==> src/rtl/mux4_rr_arbiter_pkg.sv <==
// Shared definitions for the 4-requester round-robin mux arbiter.
//   arb_state_t : arbiter FSM state (IDLE / OWN)
//   N_REQ       : number of requesters
//   SEL_W       : width of the mux select / requester index
//   onehot2()   : requester index -> one-hot grant vector
package mux_arb_pkg;

    localparam int unsigned N_REQ = 4;
    localparam int unsigned SEL_W = 2;

    typedef enum logic {
        IDLE = 1'b0,
        OWN  = 1'b1
    } arb_state_t;

    function automatic logic [N_REQ-1:0] onehot2(input logic [SEL_W-1:0] s);
        return N_REQ'(1) << s;
    endfunction

endpackage

==> src/rtl/mux4_rr_arbiter_pick.sv <==
// Combinational round-robin picker.
//   req   in  4  request vector
//   last  in  2  most recent owner; search starts at last+1 and wraps
//   mask  in  4  1 = requester eligible (clears the current owner)
//   found out 1  some eligible requester exists
//   pick  out 2  index of the first eligible requester after last
module rr_pick4
    import mux_arb_pkg::*;
(
    input  logic [N_REQ-1:0] req,
    input  logic [SEL_W-1:0] last,
    input  logic [N_REQ-1:0] mask,
    output logic             found,
    output logic [SEL_W-1:0] pick
);

    logic [N_REQ-1:0] elig;

    assign elig = req & mask;

    always_comb begin
        logic [SEL_W-1:0] idx;
        found = 1'b0;
        pick  = '0;
        idx   = '0;
        // Offsets 1..N_REQ; offset N_REQ lands back on last itself.
        for (int unsigned i = 1; i <= N_REQ; i++) begin
            idx = last + SEL_W'(i);
            if (!found && elig[idx]) begin
                found = 1'b1;
                pick  = idx;
            end
        end
    end

endmodule

==> src/rtl/mux4_rr_arbiter.sv <==
// Round-robin arbiter/sequencer for the shared 4-to-1 ALU mux.
//   clk    in  1  rising-edge clock
//   rst_n  in  1  asynchronous active-low reset
//   req    in  4  per-requester request, held high until done
//   grant  out 4  registered one-hot owner, 0000 when idle
//   sel    out 2  registered mux select, tracks the owner
//   busy   out 1  |grant
module mux4_rr_arbiter
    import mux_arb_pkg::*;
#(
    parameter int unsigned MAX_HOLD = 8,
    parameter int unsigned CNT_W    = 4
) (
    input  logic             clk,
    input  logic             rst_n,
    input  logic [N_REQ-1:0] req,
    output logic [N_REQ-1:0] grant,
    output logic [SEL_W-1:0] sel,
    output logic             busy
);

    localparam logic [CNT_W-1:0] HOLD_MAX  = CNT_W'(MAX_HOLD);
    localparam logic [CNT_W-1:0] HOLD_LAST = CNT_W'(MAX_HOLD - 1);

    arb_state_t       state_q, state_d;
    logic [N_REQ-1:0] grant_q, grant_d;
    logic [SEL_W-1:0] sel_q, sel_d;
    logic [SEL_W-1:0] last_q, last_d;
    logic [CNT_W-1:0] hold_q, hold_d;

    logic             found;
    logic [SEL_W-1:0] pick;
    logic             owner_req;

    // Masking the current grant serves both cases: in IDLE grant is 0, and in
    // OWN the owner is excluded (on release its req is already low anyway).
    rr_pick4 u_pick (
        .req   (req),
        .last  (last_q),
        .mask  (~grant_q),
        .found (found),
        .pick  (pick)
    );

    assign owner_req = |(req & grant_q);

    always_ff @(posedge clk or negedge rst_n) begin
        if (!rst_n) begin
            state_q <= IDLE;
            grant_q <= '0;
            sel_q   <= '0;
            last_q  <= '1;
            hold_q  <= '0;
        end else begin
            state_q <= state_d;
            grant_q <= grant_d;
            sel_q   <= sel_d;
            last_q  <= last_d;
            hold_q  <= hold_d;
        end
    end

    always_comb begin
        state_d = state_q;
        grant_d = grant_q;
        sel_d   = sel_q;
        last_d  = last_q;
        hold_d  = hold_q;

        unique case (state_q)
            IDLE: begin
                if (found) begin
                    state_d = OWN;
                    grant_d = onehot2(pick);
                    sel_d   = pick;
                    last_d  = pick;
                    hold_d  = '0;
                end
            end

            OWN: begin
                // >= rather than == so a requester arriving after the counter
                // has saturated still preempts the owner on the next edge.
                if (!owner_req || (hold_q >= HOLD_LAST && found)) begin
                    if (found) begin
                        grant_d = onehot2(pick);
                        sel_d   = pick;
                        last_d  = pick;
                        hold_d  = '0;
                    end else begin
                        state_d = IDLE;
                        grant_d = '0;
                        hold_d  = '0;
                    end
                end else if (hold_q != HOLD_MAX) begin
                    hold_d = hold_q + 1'b1;
                end
            end

            default: begin
                state_d = IDLE;
                grant_d = '0;
            end
        endcase
    end

    assign grant = grant_q;
    assign sel   = sel_q;
    assign busy  = |grant_q;

endmodule

==> config.mk <==
export PLATFORM = sky130hd
export DESIGN_NAME = mux4_rr_arbiter
export DESIGN_NICKNAME = d
export VERILOG_FILES = /design/src/rtl/mux4_rr_arbiter_pkg.sv /design/src/rtl/mux4_rr_arbiter_pick.sv /design/src/rtl/mux4_rr_arbiter.sv
export SDC_FILE = /design/constraint.sdc
export NUM_CORES = 1
export LEC_CHECK = 0
export BUFFER_PORTS_ARGS = -buffer_cell sky130_fd_sc_hd__buf_2
export CORE_MARGIN = 3
export CORE_UTILIZATION = 58
export DETAILED_ROUTE_END_ITERATION = 10
export PLACE_DENSITY = 0.82
export SLEW_MARGIN = 20
export SYNTH_ARGS = -nofsm -noshare
export SYNTH_HDL_FRONTEND = slang
export SYNTH_HIERARCHICAL = 1
export SYNTH_SLANG_ARGS = --single-unit
==> constraint.sdc <==
create_clock -name clk -period 2.65 [get_ports clk]
set_input_delay 0.265 -clock clk [delete_from_list [all_inputs] [get_ports clk]]
set_output_delay 0.265 -clock clk [all_outputs]
set_load 0.03 [all_outputs]
# After elaboration in Yosys (flattened, before gate mapping)
# Index checks and enable logic that the tools add are counted.
[op_classes]
n_eq_ne = 4
bitwise = 4
n_addsub = 4
mux = 33
order_cmp = 5
shift = 1
n_reduce_logical = 13
[ops]
columns = ["cell", "count"]
rows = [
  ["4-bit 2-to-1 mux", 6],
  ["2-bit 2-to-1 mux", 8],
  ["4-bit case mux with 2 select lines", 2],
  ["2-bit by 3-bit < comparator with 1-bit output, second input constant", 4],
  ["1-bit 2-to-1 mux", 10],
  ["4-bit AND", 2],
  ["1-bit binary-select mux with 2-bit select", 4],
  ["2-bit case mux with 2 select lines", 2],
  ["4-bit OR reduction", 2],
  ["2-bit adder, second input constant", 2],
  ["4-bit by 1-bit adder with 4-bit output, second input constant", 1],
  ["4-bit by 3-bit greater-or-equal comparator with 1-bit output, second input constant", 1],
  ["1-bit logical AND", 4],
  ["1-bit zero test", 4],
  ["4-bit != test, second input constant", 1],
  ["4-bit NOT", 1],
  ["2-bit AND reduction", 2],
  ["1-bit by 2-bit << shifter with 4-bit output, first input constant", 1],
  ["3-bit by 1-bit != test with 1-bit output, second input constant", 1],
  ["2-bit by 1-bit adder with 2-bit output, second input constant", 1],
  ["2-bit by 1-bit != test with 1-bit output, second input constant", 1],
  ["2-bit != test, second input constant", 1],
  ["1-bit case mux with 2 select lines", 1],
  ["1-bit logical OR", 1],
  ["1-bit NOT", 1],
]
[totals]
out_inout_bits = 7
inputBits = 6
word_cells = 69
ff_bits = 13

# Depth between registers and ports, before layout
# Gate-level depths: netlist (run 1).
[logic_depth]
ltp_word = 18
mapped_depth = 7
mapped_depth_nobuf = 7

# Hierarchy
# Netlist (run 1), hierarchy kept.
[by_module_without_submodules]
columns = ["module", "cells_per_inst", "instances", "area_per_inst_um2"]
rows = [
  ["mux4_rr_arbiter", 66, 1, 693.2],
  ["rr_pick4", 15, 1, 116.4],
]

# Least setup slack after synthesis (run 1)
# Ideal clock, no wire load.
[synth_timing]
path_type = "register to register"
start = "register grant_q[0], in the netlist grant[0]"
end = "register hold_q[3]"
required_ps = 2586
n_path_buf = 0
period_less_slack_ps = 1976
stages_incl_launch_ff = 7
t_arrival_ps = 1911
setup_slack_ps = 674
setup_time_ps = 64
path_cell_list = "dfrtp_1 > inv_1 > a22o_1 > nand3b_1 > or4b_1 > a21oi_1 > or3_1"
[synth_between]
elab_chain_cells = 18
elab_cells_between_ends = 30
[synth_rtl]
columns = ["element", "line", "text"]
rows = [
  ["from (decl)", "mux4_rr_arbiter.sv:26", "logic [N_REQ-1:0] grant_q, grant_d;"],
  ["from (signal assigned)", "mux4_rr_arbiter.sv:56", "grant_q <= grant_d;"],
  ["4-bit NOT *", "mux4_rr_arbiter.sv:40", ".mask (~grant_q),"],
  ["4-bit AND *", "mux4_rr_arbiter_pick.sv:19", "assign elig = req & mask;"],
  ["1-bit binary-select mux with 2-bit select", "mux4_rr_arbiter_pick.sv:29", "if (!found && elig[idx]) begin"],
  ["1-bit 2-to-1 mux (implied by the code)", "mux4_rr_arbiter_pick.sv:29", ""],
  ["1-bit 2-to-1 mux", "mux4_rr_arbiter_pick.sv:29", ""],
  ["1-bit zero test", "mux4_rr_arbiter_pick.sv:29", ""],
  ["1-bit logical AND", "mux4_rr_arbiter_pick.sv:29", ""],
  ["1-bit 2-to-1 mux", "mux4_rr_arbiter_pick.sv:29", ""],
  ["(+3 left out)", "--", ""],
  ["1-bit zero test", "mux4_rr_arbiter_pick.sv:29", ""],
  ["1-bit logical AND", "mux4_rr_arbiter_pick.sv:29", ""],
  ["1-bit 2-to-1 mux *", "mux4_rr_arbiter_pick.sv:29", ""],
  ["via found", "mux4_rr_arbiter.sv:31", "logic found;"],
  ["1-bit logical AND", "mux4_rr_arbiter.sv:84", "if (!owner_req || (hold_q >= HOLD_LAST && found)) begin"],
  ["1-bit logical OR", "mux4_rr_arbiter.sv:84", ""],
  ["4-bit 2-to-1 mux or 3-bit by 1-bit != test with 1-bit output (tied branches)", "--", ""],
  ["4-bit case mux with 2 select lines or 2-bit AND reduction (tied branches)", "--", ""],
  ["to (signal assigned)", "mux4_rr_arbiter.sv:59", "hold_q <= hold_d;"],
  ["to (decl)", "mux4_rr_arbiter.sv:29", "logic [CNT_W-1:0] hold_q, hold_d;"],
]
# Mark *: on every way through the listed nets, which the timed path passes. The rest lies on a longest branch. The select of a mux whose other input is x is not followed.
# A chain may end at the register's enable or synchronous reset.

# Worst setup path in the final report (run 1)
# Same ends and word-level chain as after synthesis.

==> run summary, run 1 <==
After detailed routing, no signal wire sits above met4. Of the total synthesized cell area, the portion taken by XOR and XNOR cells is 0. The share of the synthesized area in the top cell type came out at 0.340. The number of logic stages on the critical path including buffering came out at 6.

In this run the number of H-tree levels came out at 1. The number of cell instances on the worst register-to-register path came out at 6. The all-layer global routing usage is 0.204. Among all flip-flop cells after synthesis, the most frequent one is dfrtp_1.

The number of port buffers came out at 12. The setup TNS came out at 0 ns. The remaining global-route overflow came out at 0. The area of the core region came out at 0.00120 mm^2. The number of buffers on the longest clock path is 2.

The highest cell delay on the worst timing path came out at between 0.5 and 0.6 ns. In this run the power density over the cells is roughly 1200 mW/mm^2. Setup slack on the worst reg-to-reg path comes out at 0.71 ns. The final max-slew violation count was 0. The source of the critical timing path is grant[0]. The share of synthesized flip-flops with an asynchronous set or reset came out at 1.00.

Ranked by total cell area, the synthesized netlist is headed by dfrtp_1 34%, dfstp_2 6.5%, mux2_2 5.6%, o2bb2ai_1 4.3%, nand2_1 4.2%. The die is 43.4 um wide. The number of global-route vias before repair is roughly 650. The signal on the critical path passes through inv_1, a22o_1, nand3b_1, or4b_1, a21oi_1, or3_1. The library cell used as clock root buffer is clkbuf_4.

The relative area change from synthesis to final layout is 12.7%. The number of remaining DRC errors is 0. On the final layout, the worst hold slack is around 0.40 ns. The start of the worst register-to-register path is grant[0]. The basic-gate share of the synthesized area counting and, or, nand and nor cells is 0.209. In this run the mean area of a mapped cell was 9.99 um^2. The initial antenna violation count is 0.

From bottom edge to top edge, the die measures 43.4 um. Yosys mapped the design onto 35 distinct sky130hd cell types. Data on the critical path is required at its endpoint by 2.86 ns. The worst-margin pin slew came out at 0.437 ns.

The maximum net fanout on the critical path came out at 7. The number of flops mapped to enable cells by yosys came out at 0. Entering global routing, the biggest net connects 14 pins. The arrival time of the worst setup path is between 2 and 2.5 ns.

The main combinational cell family by area after synthesis is compound AO/OA/AOI/OAI gates. The total half-perimeter wirelength after legalization and detailed placement came out at approximately 1200 um. TritonCTS built the clock tree. The leakage dissipation is 0.000412 uW. The run finished with clean final reports.

In the final routing, the length of wire on met1 measures 826 um. Static timing analysis puts the maximum clock frequency at 0.515 GHz. In the finished design, the share of the clock period the worst path needs comes to 0.732. Synthesis inferred 13 register bits. The floorplan has 12 rows.

The number of buffers and inverters on the critical path is 1. The detailed router finished its first iteration with 15 violations. The residual antenna-violating net count after detailed routing is 0. At the end of routability-driven placement, the weighted congestion stood at 0.908. STA classifies the critical path endpoint as a flop. The worst IR drop on VDD is approximately 650 uV. Ranked by instance count, the synthesized netlist is headed by 11 x dfrtp_1, 9 x nand2_1, 8 x inv_1. The final instance count without filler cells is between 100 and 150. Clock skew on the completed layout was measured at 0.00747 ns. The routed layout has 686 vias. For this run, the register share of the synthesized area comes to 0.405.

The headroom to the max-slew limit came out at 0.709. The yosys synthesis warning count is 6. The cell total after placement came out at 106. In the final routed layout, each cell accounts on average for 14.8 um. The synthesized area is 810 um^2.

STA classifies the critical path startpoint as a flop. The multiplexer share of the synthesized area came out at 0.0556. The first-pass GRT wire length is around 2900 um. The most frequent cell after synthesis is dfrtp_1. The synthesized net count is 89. The most area-hungry cell type in the Yosys netlist is dfrtp_1.

The later pin in the worst-skew pair is clocked with a latency of between 0.2 and 0.3 ns. The critical path in this run is classified as reg2reg. The post-synthesis share of cell area spent on full adders, half adders and majority gates is 0.0309.

Setup violations remaining at the end of the flow were counted as 0. Setup repair after global routing left no endpoint under its margin. After clock tree synthesis, the clock-pin slew on the worst setup and hold paths is about 0.08 ns.

Before antenna repair, the detailed router went through 7 iterations. The amount of wire on met2 after detailed routing is between 600 and 700 um. In the routed layout, each cell is associated on average with a via count of between 6 and 7. The die area is between 0.0015 and 0.002 mm^2. On the critical path, the stage with the largest delay is an instance of or4b_1. The number of buffers created by CTS is 3. The CTS sink count came out at 13. The routed design could run at a clock period as short as 1.94 ns. Detailed routing placed a total of 111 um of wire on met3. The class of the worst hold path is in2async. The instance count of the mapped netlist came out at between 80 and 90. The total number of nets in the final design came out at 106. In this run the post-CTS setup repair buffer count came out at 0. For this design the top-level I/O count stands at 13.

The fraction of layout instances using a drive strength above 1 is 0.258. The total length of routed wires is 1640 um. The post-synthesis compound-gate area fraction is 0.249. Max-cap violations in this run came to 0.

The kind of cell with the highest combined delay on the critical path is simple AND/OR/NAND/NOR gates. The starting density of the core came out at 0.674. The diode insertion count for antenna repair came out at 0.

The final count of hold timing violations is 0.
## flip-flops by register name, indices dropped and copies added, names as in the netlist
name	count
last_q	2
sel	2
hold_q	4
grant	4
state_q	1
## logic make-up after synthesis
family / after synthesis
compound gates: 24
simple gates: 29
buf+inv: 9
fa+ha+maj: 2
mux: 4
flops: 13
## layer usage
metal  GRT usage  vias to the layer above
met5           0                        -
met4      0.0723                        0
met3      0.0373                        2
met2       0.295                       24
met1       0.306                      321
li1            -                      339
## stage by stage
| stage | setup WS, ns | cell area [um^2] | utilization | total power (uW) |
|---|---|---|---|---|
| after global placement | 0.833 | 876 | 0.729 | 935 |
| after global routing | 0.599 | 912 | 0.759 | 1160 |
| after detailed placement | 0.736 | 876 | 0.729 | 950 |
| after CTS | 0.716 | 912 | 0.759 | 1070 |
| final | 0.710 | 912 | 0.759 | 1070 |
| after floorplan | 0.674 | 810 | - | 824 |
## final timing paths
check | end
min reg2reg | sel[1]
max in group asynchronous | last_q[1]
max | hold_q[3]
min in group clk | state_q
max reg2reg | hold_q[3]
min | hold_q[3]
## cell type report
cell class	instances	area, um^2
multi-input combinational	59	440
sequential	13	328
fill	85	289
timing repair buffer	13	70.1
inverter	8	30.0
clock buffer	4	26.3
tap	14	17.5
## what timing repair did
action | in CTS | in global routing
endpoints found under the hold margin | 11 | 0
setup endpoints to repair | 0 | 0
gates resized for setup | 0 | 0
hold buffers | 1 | 0
## worst register-to-register path, delay by kind of cell, from the launching register on
kind	cells	cell delay, ns
AO/OA/AOI/OAI	2	0.37
buffers and inverters	1	0.09
flip-flops	1	0.39
AND/OR/NAND/NOR	3	1.03
## layout by cell type (no fill, tap or decap), types with 2 or more instances in the layout
master / instances
o22ai_1: 3
dfstp_2: 2
ha_1: 2
nand3_1: 2
buf_2: 12
nand2_1: 9
a22o_1: 2
nand3b_1: 2
inv_1: 8
o2bb2ai_1: 4
clkbuf_4: 3
nand2b_1: 4
o21a_1: 2
a21oi_1: 2
and2_1: 2
a22oi_1: 3
mux2_2: 4
dfrtp_1: 11
## power breakdown
group / switching, uW / total, uW / internal (uW) / leakage (uW)
logic: 352 / 589 / 237 / 0.000236
registers: 76.2 / 362 / 286 / 0.000161
clock network: 57.5 / 116 / 58.2 / 0.0000150
total: 485 / 1070 / 582 / 0.000412
Power figures use the tool's default switching activity.
==> inputs of run 2 (changes only) <==
--- a/config.mk
+++ b/config.mk
@@ -5,11 +5,12 @@
 export SDC_FILE = /design/constraint.sdc
 export NUM_CORES = 1
 export LEC_CHECK = 0
+export ABC_AREA = 1
 export BUFFER_PORTS_ARGS = -buffer_cell sky130_fd_sc_hd__buf_2
 export CORE_MARGIN = 3
-export CORE_UTILIZATION = 58
+export CORE_UTILIZATION = 50
 export DETAILED_ROUTE_END_ITERATION = 10
-export PLACE_DENSITY = 0.82
+export PLACE_DENSITY = 0.73
 export SLEW_MARGIN = 20
 export SYNTH_ARGS = -nofsm -noshare
 export SYNTH_HDL_FRONTEND = slang
==> constraint.sdc (replaced) <==
create_clock -name clk -period 1.6 [get_ports clk]
set_input_delay 0.16 -clock clk [delete_from_list [all_inputs] [get_ports clk]]
set_output_delay 0.16 -clock clk [all_outputs]
set_load 0.03 [all_outputs]
==> run summary, run 2 <==
The diode insertion count for antenna repair was 0 (unchanged). The highest metal layer with signal wires is met4. In this run the worst hold path is classified as in2async. The number of setup violations in the final report was 13 (+13).

The H-tree depth reported by CTS is 1 (unchanged). The starting density of the core is 0.554 (-0.120). The leakage dissipation came out at 0.000758 uW (+84%). The arrival time of the worst setup path came to 2.14 ns (about the same). The cell sitting at the root of the clock tree is a clkbuf_4. The met3 wire length came out at 113 um (+1.8%). The cell family contributing the most delay on the critical path is simple AND/OR/NAND/NOR gates.

The total power divided by cell area came out at 2460 mW/mm^2 (+110%). By area the synthesized netlist is led by dfrtp_1 27%, nand2_1 21%, nand3_1 9.4%, nand2_4 5.6%, dfstp_2 5.2%. The yosys synthesis warning count is 6 (unchanged).

The fraction of layout instances using a drive strength above 1 is 0.438 (+0.180). The number of max-capacitance violations reported is 0 (unchanged). STA classifies the critical path startpoint as a flop.

The number of cell instances on the worst register-to-register path is 12 (+6). The total number of nets in the final design came out at 187 (+76%). The worst IR drop on VDD was 1470 uV (+130%). The highest achievable clock rate came out at 0.516 GHz (+0.15%).

The first-pass GRT wire length came to 4260 um (+49%). The sequential fraction of design power is 0.178 (-0.161). The synthesized area divided by synthesized cell count came to 7.15 um^2 (-28%). The combinational share of power is 0.759 (+0.207). The remaining global-route overflow came out at 0 (unchanged). The headroom to the max-slew limit is 0.804 (+0.0949). The type of element capturing the critical path is a flop. The worst setup slack for register-to-register paths came out at -0.34 ns (-1.05 ns). Leaving out fill and tap cells, the most frequent cell in the layout is nand2_1. The switching part of the total is 0.525 (+0.0702).

The highest cell delay on the worst timing path came out at 0.65 ns (+0.06 ns). The instance count of the mapped netlist came to 141 (+74%). In the post-synthesis netlist, the cell with the most instances is nand2_1. Relative to the synthesized area, the layout overhead comes to 34.0%. The number of port buffers came out at 12 (unchanged). The per-cell via count in the routed design is 5.21 (-16%). The chip height is 50.9 um (+17%). The per-cell routed wire length came to 13.6 um (-8.2%). The die area is 0.00259 mm^2 (+38%). The number of buffers and inverters on the critical path is 1 (unchanged). The minimum setup slack after placement came out at -0.346 ns (-1.08 ns).

The maximum number of pins on one net before global-route repair came out at 14 (unchanged). Walking the worst path, the cells encountered are inv_6, nand2_2, nand2_4, nand2_4, nand2_4, nor2_8, nand4_1, nand2_2, nand3_4, nand2_4, nand2_1, o21ai_1. The number of synthesized register bits is 13 (unchanged). The DRC marker count from the first detailed-route iteration is 34 (+19). The start of the worst register-to-register path is last_q[0]. The share of synthesized flip-flops with an asynchronous set or reset is 1.00 (unchanged). The setup slack of the critical path after layout came out at -0.337 ns (-1.05 ns). The detailed-router iteration count before antenna repair is 4 (-3).

TritonCTS built the clock tree. The part of the Yosys area used for sequential elements came out at 0.325 (-0.0799). The clock-pin slew reported for the worst setup and hold paths after clock tree synthesis came out at 0.09 ns (about the same). The commonest register cell after synthesis is dfrtp_1.

The horizontal die dimension came out at 50.9 um (+17%). The cell-internal power came to 1580 uW (+170%). The I/O pin count came out at 13 (unchanged). The number of flops mapped to enable cells by yosys was 0 (unchanged). The row count is 15 (+3). The cell that appears most often on the critical path is nand2_4. The share of the synthesized area in the top cell type came out at 0.273 (-0.0671).

The cell total after placement came out at 193 (+82%). The number of global-route vias before repair came out at 973 (+50%). The total number of vias came out at 1,057 (+54%). The worst-margin pin slew is 0.295 ns (-0.142 ns). The clock network fraction of design power is 0.062 (-0.046). The synthesized net count came to 149 (+67%).

The synthesized area came out at 0.00101 mm^2 (+25%). The later-pin clock latency in the skew report came out at 0.29 ns (+0.02 ns). The total half-perimeter wirelength after legalization and detailed placement is 2000 um (+60%). The amount of wire on met2 after detailed routing came to 1380 um (+99%). The post-route met1 wirelength came out at 1240 um (+50%). The final max-slew violation count came out at 0 (unchanged). The final RePlAce weighted congestion came out at 0.884 (-2.7%).

The maximum net fanout on the critical path was 7 (unchanged). The all-layer global routing usage is 0.216 (+0.0123). The required arrival time at the worst endpoint came out at 1.80 ns (-1.06 ns). The number of buffers on the longest clock path came out at 2 (unchanged). The number of buffers created by CTS came out at 3 (unchanged). In the layout the commonest cells are 50 x nand2_1, 21 x buf_4, 15 x nand3_1, 13 x inv_1, 12 x buf_2. The total length of routed wires is 2760 um (+68%). In this run the critical register-to-register path is captured at sel[1].

The net switching power of the design is 1740 uW (+260%). The final clock period utilization by the worst path came to 1.21 (+0.479). The final clock skew came to 0.0118 ns (+0.00433 ns). The slowest stage of the critical path belongs to the cell dfstp_2.

The worst setup path is of the reg2reg kind. The residual antenna-violating net count after detailed routing is 0 (unchanged). The final instance count without filler cells is 203 (+83%).

The number of distinct library cells after synthesis came out at 21 (-40%). The checks that failed: negative setup slack. The number of remaining DRC errors is 0 (unchanged).

The final count of hold timing violations came out at 0 (unchanged). The initial antenna violation count came out at 0 (unchanged). By count the netlist is led by 56 x nand2_1, 19 x nand3_1, 14 x inv_1.

The CTS sink count is 13 (unchanged). The minimum clock period after layout is 1.94 ns (-0.00291 ns). The most area-hungry cell type in the Yosys netlist is dfrtp_1.

The flow ran to the end, but the final reports show violations. Setup repair after global routing could not meet its margin everywhere. The area of the core region was 0.00182 mm^2 (+52%).
-- run 2: what timing repair did --
item / CTS / global route
buffers inserted: 2 / 3
resized for setup: 2 / 12
pin swaps: 1 / 1
hold buffers: 1 / 0
endpoints found under the hold margin: 11 / 0
endpoints found under the setup margin: 13 / 13
-- run 2: metrics by stage --
stage,power [uW],TNS (ns),area [um^2],util,hold slack [ns]
2_1_floorplan,2110,-2.69,1030,-,-0.136
3_3_place_gp,2660,-2.84,1230,0.674,0.0581
3_5_place_dp,2740,-3.79,1230,0.674,0.0590
4_1_cts,3020,-3.62,1290,0.709,0.291
5_1_grt,3570,-5.07,1350,0.742,0.300
6_report,3320,-3.85,1350,0.742,0.280
-- run 2: power groups by stage --
stage	combinational (uW)	sequential [uW]	clock (uW)
floorplan	1410	696	0
global placement	2070	587	0
detailed placement	2140	597	0
CTS	2220	589	206
global route	2730	611	226
finish	2520	592	207
-- run 2: cell families (layout without fill, tap and decap cells) --
logic type | Yosys count | count (layout) | share of synthesized area
compound gates | 4 | 4 | 0.0273
flops | 13 | 13 | 0.325
buf+inv | 19 | 56 | 0.0906
xor+xnor | 2 | 2 | 0.0174
simple gates | 101 | 101 | 0.515
fa+ha+maj | 2 | 2 | 0.0248
-- run 2: how the worst max path moves through the flow --
stage	from	to	slack, ns	depth (start not counted)
3_5_place_dp	last_q[0]	hold_q[1]	-0.35	12
4_1_cts	last_q[0]	hold_q[0]	-0.31	11
2_1_floorplan	last_q[0]	hold_q[2]	-0.27	14
5_1_grt	last_q[0]	hold_q[0]	-0.43	12
3_3_place_gp	last_q[0]	hold_q[0]	-0.27	12
6_report	last_q[0]	sel[1]	-0.34	12
-- run 2: layer usage --
metal  vias to the layer above  track usage
met5                         -            0
met4                         0       0.0538
met3                         2       0.0408
met2                        32        0.376
met1                       496        0.274
li1                        527            -
-- run 2: layout make-up --
cell class	count	area, um^2
clock buffers	3	22.5
clock inverters	1	5.00
fillers	155	469
inverters	17	68.8
multi-input cells	109	652
flip-flops and latches	13	333
well taps	25	31.3
repair buffers	35	239
